## config.mk

```make
export PLATFORM = sky130hd
export DESIGN_NAME = mainfsm
export DESIGN_NICKNAME = d
export VERILOG_FILES = /design/src/rtl/mainfsm_pkg.sv /design/src/rtl/mainfsm_outdec.sv /design/src/rtl/mainfsm.sv
export SDC_FILE = /design/constraint.sdc
export NUM_CORES = 1
export LEC_CHECK = 0
export CORE_MARGIN = 1.5
export CORE_UTILIZATION = 28
export DETAILED_ROUTE_END_ITERATION = 6
export MAX_ROUTING_LAYER = met4
export PLACE_DENSITY_LB_ADDON = 0.15
export SLEW_MARGIN = 20
export SYNTH_ARGS = -nofsm -noshare
export SYNTH_HDL_FRONTEND = slang
export SYNTH_SLANG_ARGS = --single-unit
```

## constraint.sdc

```tcl
create_clock -name clk -period 1.3 [get_ports clk]
set_clock_uncertainty 0.05 [all_clocks]
set_input_delay 0.13 -clock clk [delete_from_list [all_inputs] [get_ports clk]]
set_output_delay 0.13 -clock clk [all_outputs]
set_load 0.05 [all_outputs]
```

## src/rtl/mainfsm_pkg.sv

```systemverilog
// rtl/mainfsm_pkg.sv - shared encodings for the multicycle control FSM
//
// Purpose : state encodings, Op field values, datapath mux select codes and
//           the packed control word passed from the output decoder to the top.
// Ports   : none (package).
// Options : MAINFSM_LINK_EN enables the BRLINK state; the encoding is reserved
//           here in both builds so trace values stay stable.

package mainfsm_pkg;

   // State encodings are exported on the State debug port, so the values are
   // fixed and must not be renumbered.
   typedef enum logic [3:0] {
      S_FETCH    = 4'd0,
      S_DECODE   = 4'd1,
      S_MEMADR   = 4'd2,
      S_MEMRD    = 4'd3,
      S_MEMWB    = 4'd4,
      S_MEMWR    = 4'd5,
      S_EXECUTER = 4'd6,
      S_EXECUTEI = 4'd7,
      S_ALUWB    = 4'd8,
      S_BRANCH   = 4'd9,
      S_UNKNOWN  = 4'd10,
      S_BRLINK   = 4'd11
   } state_e;

   // Instruction bits [27:26].
   localparam logic [1:0] OP_DP  = 2'b00;
   localparam logic [1:0] OP_MEM = 2'b01;
   localparam logic [1:0] OP_BR  = 2'b10;
   localparam logic [1:0] OP_UND = 2'b11;

   // Bit positions inside the 6-bit Funct field (instruction bits [25:20]).
   localparam int FUNCT_I  = 5;
   localparam int FUNCT_BL = 4;
   localparam int FUNCT_LS = 0;

   // ALU A operand select.
   localparam logic [1:0] SRCA_REG = 2'b00;
   localparam logic [1:0] SRCA_PC  = 2'b01;

   // ALU B operand select.
   localparam logic [1:0] SRCB_REG  = 2'b00;
   localparam logic [1:0] SRCB_IMM  = 2'b01;
   localparam logic [1:0] SRCB_FOUR = 2'b10;

   // Result mux select.
   localparam logic [1:0] RES_ALUOUT = 2'b00;
   localparam logic [1:0] RES_DATA   = 2'b01;
   localparam logic [1:0] RES_ALU    = 2'b10;
   localparam logic [1:0] RES_PCINC  = 2'b11;

   // Everything the datapath sees, decoded from the state alone.
   typedef struct packed {
      logic       irwrite;
      logic       adrsrc;
      logic [1:0] alusrca;
      logic [1:0] alusrcb;
      logic [1:0] resultsrc;
      logic       aluop;
      logic       nextpc;
      logic       regw;
      logic       memw;
      logic       branch;
      logic       linkw;
   } ctrl_t;

endpackage

```

## src/rtl/mainfsm_outdec.sv

```systemverilog
// rtl/mainfsm_outdec.sv - Moore output decoder, state to control word
//
// Purpose : purely combinational map from the current state to the datapath
//           control word. Every field not set for a state stays 0, and any
//           state without an entry (including unencoded values) decodes to
//           all zeros, matching UNKNOWN.
// Ports   : state_i  in  state_e  current state register
//           ctrl_o   out ctrl_t   control word for the datapath
// Options : MAINFSM_LINK_EN adds the BRLINK decode; without it BRLINK falls
//           into the all-zero default and linkw is never set.

module mainfsm_outdec
   import mainfsm_pkg::*;
(
   input  state_e state_i,
   output ctrl_t  ctrl_o
);

   always_comb begin
      ctrl_o = '0;
      unique case (state_i)
         S_FETCH: begin
            ctrl_o.adrsrc    = 1'b0;
            ctrl_o.alusrca   = SRCA_PC;
            ctrl_o.alusrcb   = SRCB_FOUR;
            ctrl_o.aluop     = 1'b0;
            ctrl_o.resultsrc = RES_ALU;
            ctrl_o.irwrite   = 1'b1;
            ctrl_o.nextpc    = 1'b1;
         end
         S_DECODE: begin
            // Precompute PC+8 so a branch target is ready in BRANCH.
            ctrl_o.alusrca   = SRCA_PC;
            ctrl_o.alusrcb   = SRCB_FOUR;
            ctrl_o.resultsrc = RES_ALU;
         end
         S_MEMADR: begin
            ctrl_o.alusrca = SRCA_REG;
            ctrl_o.alusrcb = SRCB_IMM;
            ctrl_o.aluop   = 1'b0;
         end
         S_MEMRD: begin
            ctrl_o.adrsrc    = 1'b1;
            ctrl_o.resultsrc = RES_ALUOUT;
         end
         S_MEMWB: begin
            ctrl_o.resultsrc = RES_DATA;
            ctrl_o.regw      = 1'b1;
         end
         S_MEMWR: begin
            ctrl_o.adrsrc    = 1'b1;
            ctrl_o.resultsrc = RES_ALUOUT;
            ctrl_o.memw      = 1'b1;
         end
         S_EXECUTER: begin
            ctrl_o.alusrca = SRCA_REG;
            ctrl_o.alusrcb = SRCB_REG;
            ctrl_o.aluop   = 1'b1;
         end
         S_EXECUTEI: begin
            ctrl_o.alusrca = SRCA_REG;
            ctrl_o.alusrcb = SRCB_IMM;
            ctrl_o.aluop   = 1'b1;
         end
         S_ALUWB: begin
            ctrl_o.resultsrc = RES_ALUOUT;
            ctrl_o.regw      = 1'b1;
         end
         S_BRANCH: begin
            ctrl_o.alusrca   = SRCA_REG;
            ctrl_o.alusrcb   = SRCB_IMM;
            ctrl_o.aluop     = 1'b0;
            ctrl_o.resultsrc = RES_ALU;
            ctrl_o.branch    = 1'b1;
         end
`ifdef MAINFSM_LINK_EN
         S_BRLINK: begin
            // Writes the incremented PC into R14 before the branch retires.
            ctrl_o.resultsrc = RES_PCINC;
            ctrl_o.regw      = 1'b1;
            ctrl_o.linkw     = 1'b1;
         end
`endif
         default: begin
            ctrl_o = '0;
         end
      endcase
   end

endmodule

```

## src/rtl/mainfsm.sv

```systemverilog
// rtl/mainfsm.sv - multicycle ARM-subset control FSM (next state + state reg)
//
// Purpose : steps each instruction through fetch/decode/execute/memory/
//           writeback and drives datapath selects plus the write requests
//           that the conditional-execution logic later gates with CondEx.
// Ports   : clk        in   1  rising-edge clock
//           reset      in   1  asynchronous active-low, forces FETCH
//           Op         in   2  instruction [27:26]
//           Funct      in   6  instruction [25:20]
//           State      out  4  current state (trace)
//           IRWrite, AdrSrc, ALUSrcA[2], ALUSrcB[2], ResultSrc[2], ALUOp,
//           NextPC, RegW, MemW, Branch, LinkW  out  datapath controls
// Options : MAINFSM_LINK_EN adds BRLINK so BL writes R14 before branching.

module mainfsm
   import mainfsm_pkg::*;
(
   input  logic       clk,
   input  logic       reset,
   input  logic [1:0] Op,
   input  logic [5:0] Funct,
   output logic [3:0] State,
   output logic       IRWrite,
   output logic       AdrSrc,
   output logic [1:0] ALUSrcA,
   output logic [1:0] ALUSrcB,
   output logic [1:0] ResultSrc,
   output logic       ALUOp,
   output logic       NextPC,
   output logic       RegW,
   output logic       MemW,
   output logic       Branch,
   output logic       LinkW
);

   state_e state_q;
   state_e state_d;
   ctrl_t  ctrl;

   // Op/Funct come from the IR, which only changes in FETCH, so they are
   // only consulted in DECODE and MEMADR.
   always_comb begin
      state_d = S_FETCH;
      unique case (state_q)
         S_FETCH: state_d = S_DECODE;
         S_DECODE: begin
            unique case (Op)
               OP_MEM: state_d = S_MEMADR;
               OP_DP:  state_d = Funct[FUNCT_I] ? S_EXECUTEI : S_EXECUTER;
`ifdef MAINFSM_LINK_EN
               OP_BR:  state_d = Funct[FUNCT_BL] ? S_BRLINK : S_BRANCH;
`else
               OP_BR:  state_d = S_BRANCH;
`endif
               default: state_d = S_UNKNOWN;
            endcase
         end
         S_MEMADR:   state_d = Funct[FUNCT_LS] ? S_MEMRD : S_MEMWR;
         S_MEMRD:    state_d = S_MEMWB;
         S_EXECUTER: state_d = S_ALUWB;
         S_EXECUTEI: state_d = S_ALUWB;
`ifdef MAINFSM_LINK_EN
         S_BRLINK:   state_d = S_BRANCH;
`endif
         // MEMWB, MEMWR, ALUWB, BRANCH, UNKNOWN and any unencoded value
         // all retire back to FETCH.
         default:    state_d = S_FETCH;
      endcase
   end

   always_ff @(posedge clk or negedge reset) begin
      if (!reset) begin
         state_q <= S_FETCH;
      end else begin
         state_q <= state_d;
      end
   end

   mainfsm_outdec u_outdec (
      .state_i (state_q),
      .ctrl_o  (ctrl)
   );

   assign State     = state_q;
   assign IRWrite   = ctrl.irwrite;
   assign AdrSrc    = ctrl.adrsrc;
   assign ALUSrcA   = ctrl.alusrca;
   assign ALUSrcB   = ctrl.alusrcb;
   assign ResultSrc = ctrl.resultsrc;
   assign ALUOp     = ctrl.aluop;
   assign NextPC    = ctrl.nextpc;
   assign RegW      = ctrl.regw;
   assign MemW      = ctrl.memw;
   assign Branch    = ctrl.branch;

`ifdef MAINFSM_LINK_EN
   assign LinkW = ctrl.linkw;
   logic unused_funct;
   assign unused_funct = ^Funct[3:1];
`else
   assign LinkW = 1'b0;
   logic unused_bits;
   assign unused_bits = ^{Funct[4:1], ctrl.linkw};
`endif

endmodule
```

; ---- Yosys cells after proc, flatten, opt, wreduce, memory -nomap -nowiden
; Index checks and enable logic that the tools add are counted.
[totals]
reg_bits = 4
output_inout_bits = 18
[classes]
reduce_logical = 8
mux = 12
eq_ne = 11
[op_table]
columns = operator, count
row1 = $pmux W4 S5, 1
row2 = $eq A4 B3 Y1 const B, 4
row3 = $pmux W4 S3, 1
row4 = $eq A4 B2 Y1 const B, 2
row5 = $eq A4 B4 Y1 const B, 2
row6 = $reduce_or A2 Y1, 4
row7 = $mux W1, 7
row8 = $pmux W3 S2, 1
row9 = $reduce_or A3 Y1, 2
row10 = $eq A4 B1 Y1 const B, 1
row11 = $logic_not A4 Y1, 1
row12 = $pmux W2 S2, 1
row13 = $mux W3, 1
row14 = $eq A2 B1 Y1 const B, 1
row15 = $eq A2 B2 Y1 const B, 1
row16 = $logic_not A2 Y1, 1

; ---- Logic depth before layout (Yosys ltp)
[logic_depth]
ltp_word = 3
depth_mapped = 4

; ---- By module
; Synthesis repeated with hierarchy kept, for this count alone.
[hier_totals]
cells_unflattened = 47
hier_area_um2 = 364.1
[modules_own_cells]
columns = mod, cells_each, seq_area_each_um2, area_per_inst_um2, instances
row1 = mainfsm, 21, 100.1, 196.4, 1
row2 = mainfsm_outdec, 26, 0.0, 167.7, 1

; ---- Worst setup path before layout
; No wires, ideal clock.
[synth_path]
path_type = reg2out
start = register state_q[1] (netlist: State[1])
end = output NextPC
path_buffers = 2
t_arrival_ps = 2829
setup_slack_ps = -1709
path_stages_with_launch = 4
cell_sequence = dfrtp_1 -> buf_6 -> nor4_1 -> buf_4
[synth_via]
elab_chain_cells = 2
[synth_rtl]
columns = element, line
row1 = start: declaration, mainfsm.sv:36  ; state_e state_q;
row2 = start signal: assignment, mainfsm.sv:75  ; state_q <= state_d;
row3 = $logic_not A4 Y1, n/a
row4 = $mux W1, n/a
row5 = end: declaration, mainfsm.sv:29  ; output logic NextPC,
; No other way between the ends.

; ---- Final worst setup path
[layout_path]
start = register state_q[2] (netlist: State[2])
end = output RegW
[layout_via]
elab_chain_cells = 3
elab_cells_between_ends = 4
cone_classes = 2 x eq/ne / 1 x mux / 1 x reduce/logical
[layout_rtl]
columns = element, line
row1 = $eq A4 B4 Y1 or $eq A4 B3 Y1 (tied branches), mainfsm_outdec.sv:21  ; unique case (state_i)
row2 = $reduce_or A2 Y1 (no source line) *, n/a
row3 = $mux W1 *, mainfsm_outdec.sv:21
row4 = end: declaration, mainfsm.sv:30  ; output logic RegW,
; Every way passes the cells marked *; elsewhere a longest branch is shown, timed or not.

==> results.cfg <==
[critical_path]
worstPathMaxFanout = 6
reg2reg_slack_ps = 50
startpoint = State[2]
r2r-end = State[0]
worstPathCellList = nand2b_2 -> a211oi_4 -> buf_12
ff2ff_path_depth = 4
critPathTopFamily = flip-flops
crit_end = RegW
required_ps = 1120
endpoint_kind = output pin
r2r-start = State[1]
cpPeakStageDelay_ps = 440
worst_setup_path_start_kind = flop
worst_path_max_delay_cell = dfrtp_2
path_buf_inv = 1
cp.depth = 3
worst_ep_arrival_time_ps = 1370
crit_type = reg2out

[global_route]
antenna_found_initial = 0
first_global_vias = 434
grt_max_degree = 9
grt_overflow = 0
grt_pass1_wl_mm = 1.81
grtUsageTotal = 0.190

[synthesis]
synth_top_area_frac = 0.271
synth.distinct_cells = 24
synth-edff-count = 0
yosysSeqAreaShare = 0.271
async_flop_share = 1.00
ys_warn_count = 0
ys.flop_type = dfrtp_1
yosys-top-cells-area = dfrtp_1 (27%), buf_4 (10%), buf_6 (9.2%), nor2_1 (6.1%), nor3_1 (5.4%)
synth-seq-cells = 4
syn_area_um2 = 369
yosysTopAreaCell = dfrtp_1
syn_inst = 44
synth_most_common_cell = nor2_1
avgSynthCellArea_um2 = 8.39
synth_common_cells = nor2_1 (6), buf_4 (5), dfrtp_1 (4), nor3_1 (4)

[finish]
largest_register_ff_count = 4
antennaDiodeCount = 0
final_area_mm2 = 0.00103
final_nets = 94
syn2layout_area_growth_pct = 180
drive_gt1_frac = 0.732

[cts]
cts_tree = yes
ctsHoldBuffers = 0
clkSinkCount = 4
cts.clk_slew.worst_paths_ps = 40
numCtsBuffers = 3
root_buffer = clkbuf_4
clockBufferDepth = 2
clkLatencyLatePin_ps = 250
cts.htree.levels = 1

[sta]
finalHoldViolations = 0
worst_slack_ps = -249
fmaxAchievable_mhz = 646
slew_violations = 0
finalCriticalPeriod_ps = 1550
hold_ws_ps = 27.7
fin_crit_sh = 1.19
rsz0062_at_grt = yes
final-setup-viol-count = 13

[die]
coreArea_mm2 = 0.00117
fp.dieW_um = 39.3
dieArea_mm2 = 0.00154
rows = 12
die_y_um = 39.3
ioPinCount = 28
initial_core_util = 0.315

[placement]
preCtsSetupSlack_ps = -20.0
hpwl_um = 839
gp_congestion = 0.722
portBuffers = 21
place_area_um2 = 892

[outcome]
status = finished, violations left
violations = setup timing

[route]
first_pass_iters = 3
drc = 0
via_count = 446
antenna_left = 0
drt_wl_total_mm = 1.14
vias_per_cell = 4.65
dr.first_iter.drc_count = 3
drt-wirelength-per-cell_um = 11.9

[hold_path]
hold_class = in2async

[run]
cap_violations = 0
[cell families after synthesis]
group,synth area share
AND/OR/NAND/NOR,0.288
buffers and inverters,0.214
AO/OA/AOI/OAI,0.169
flip-flops,0.271
XOR/XNOR,0.0475
other,0.0102
[through the flow]
step,setup TNS (ps),util,instances
after floorplan,-3290,-,45
after CTS,-2300,0.848,94
after detailed placement,-20.0,0.762,85
after global routing,-2990,0.881,96
final,-2380,0.881,96
after global placement,-22.7,0.762,85
[layer usage]
metal | wire [um] | part of all wire | GRT usage
met5 | 0 | 0 | -
met2 | 654 | 0.57 | 0.325
met3 | 27 | 0.024 | 0.0341
met1 | 433 | 0.38 | 0.199
met4 | 24 | 0.021 | 0.129
[timing repair]
item                                    in CTS  in global routing
endpoints found under the setup margin      12                 12
resized for setup                            8                  6
pin swaps                                    2                  5
hold endpoints to repair                     0                  0
buffers inserted                             6                  2
gates cloned                                 0                  0
[final cells by class]
class,instances,area [um^2]
timing repair buffer,42,558
multi-input combinational,31,322
fill,54,139
sequential,4,105
clock buffer,3,22.5
tap,14,17.5
inverter,2,7.51
[cells in the final DEF, fill, tap and decap left out]
cell             instances
buf_12                  16
buf_4                   13
buf_6                    8
clkdlybuf4s50_1          5
dfrtp_2                  4
nor2_4                   4
nand2b_4                 3
clkbuf_4                 3
inv_1                    2
nor3_4                   2
nor2_1                   2
nor3_2                   2
conb_1                   2
nand2b_2                 1
nor4_4                   1
xor2_1                   1
o32ai_4                  1
a21boi_4                 1
nand3_1                  1
nand2_1                  1
a21oi_1                  1
o21ai_1                  1
a211oi_1                 1
a22oi_1                  1
nor3_1                   1
nor2b_1                  1
o22a_1                   1
xnor2_1                  1
a211oi_4                 1
[worst min path at each step]
stage,start,to,cells after the start
after floorplan,reset,State[0],0
after detailed placement,reset,State[2],1
after CTS,reset,State[1],1
after global placement,reset,State[2],1
after global routing,reset,State[1],1
final,reset,State[1],1
Power is left out: the tool's default activity adds up to more than one toggle a clock period on the data nets, which glitch-free logic cannot reach.
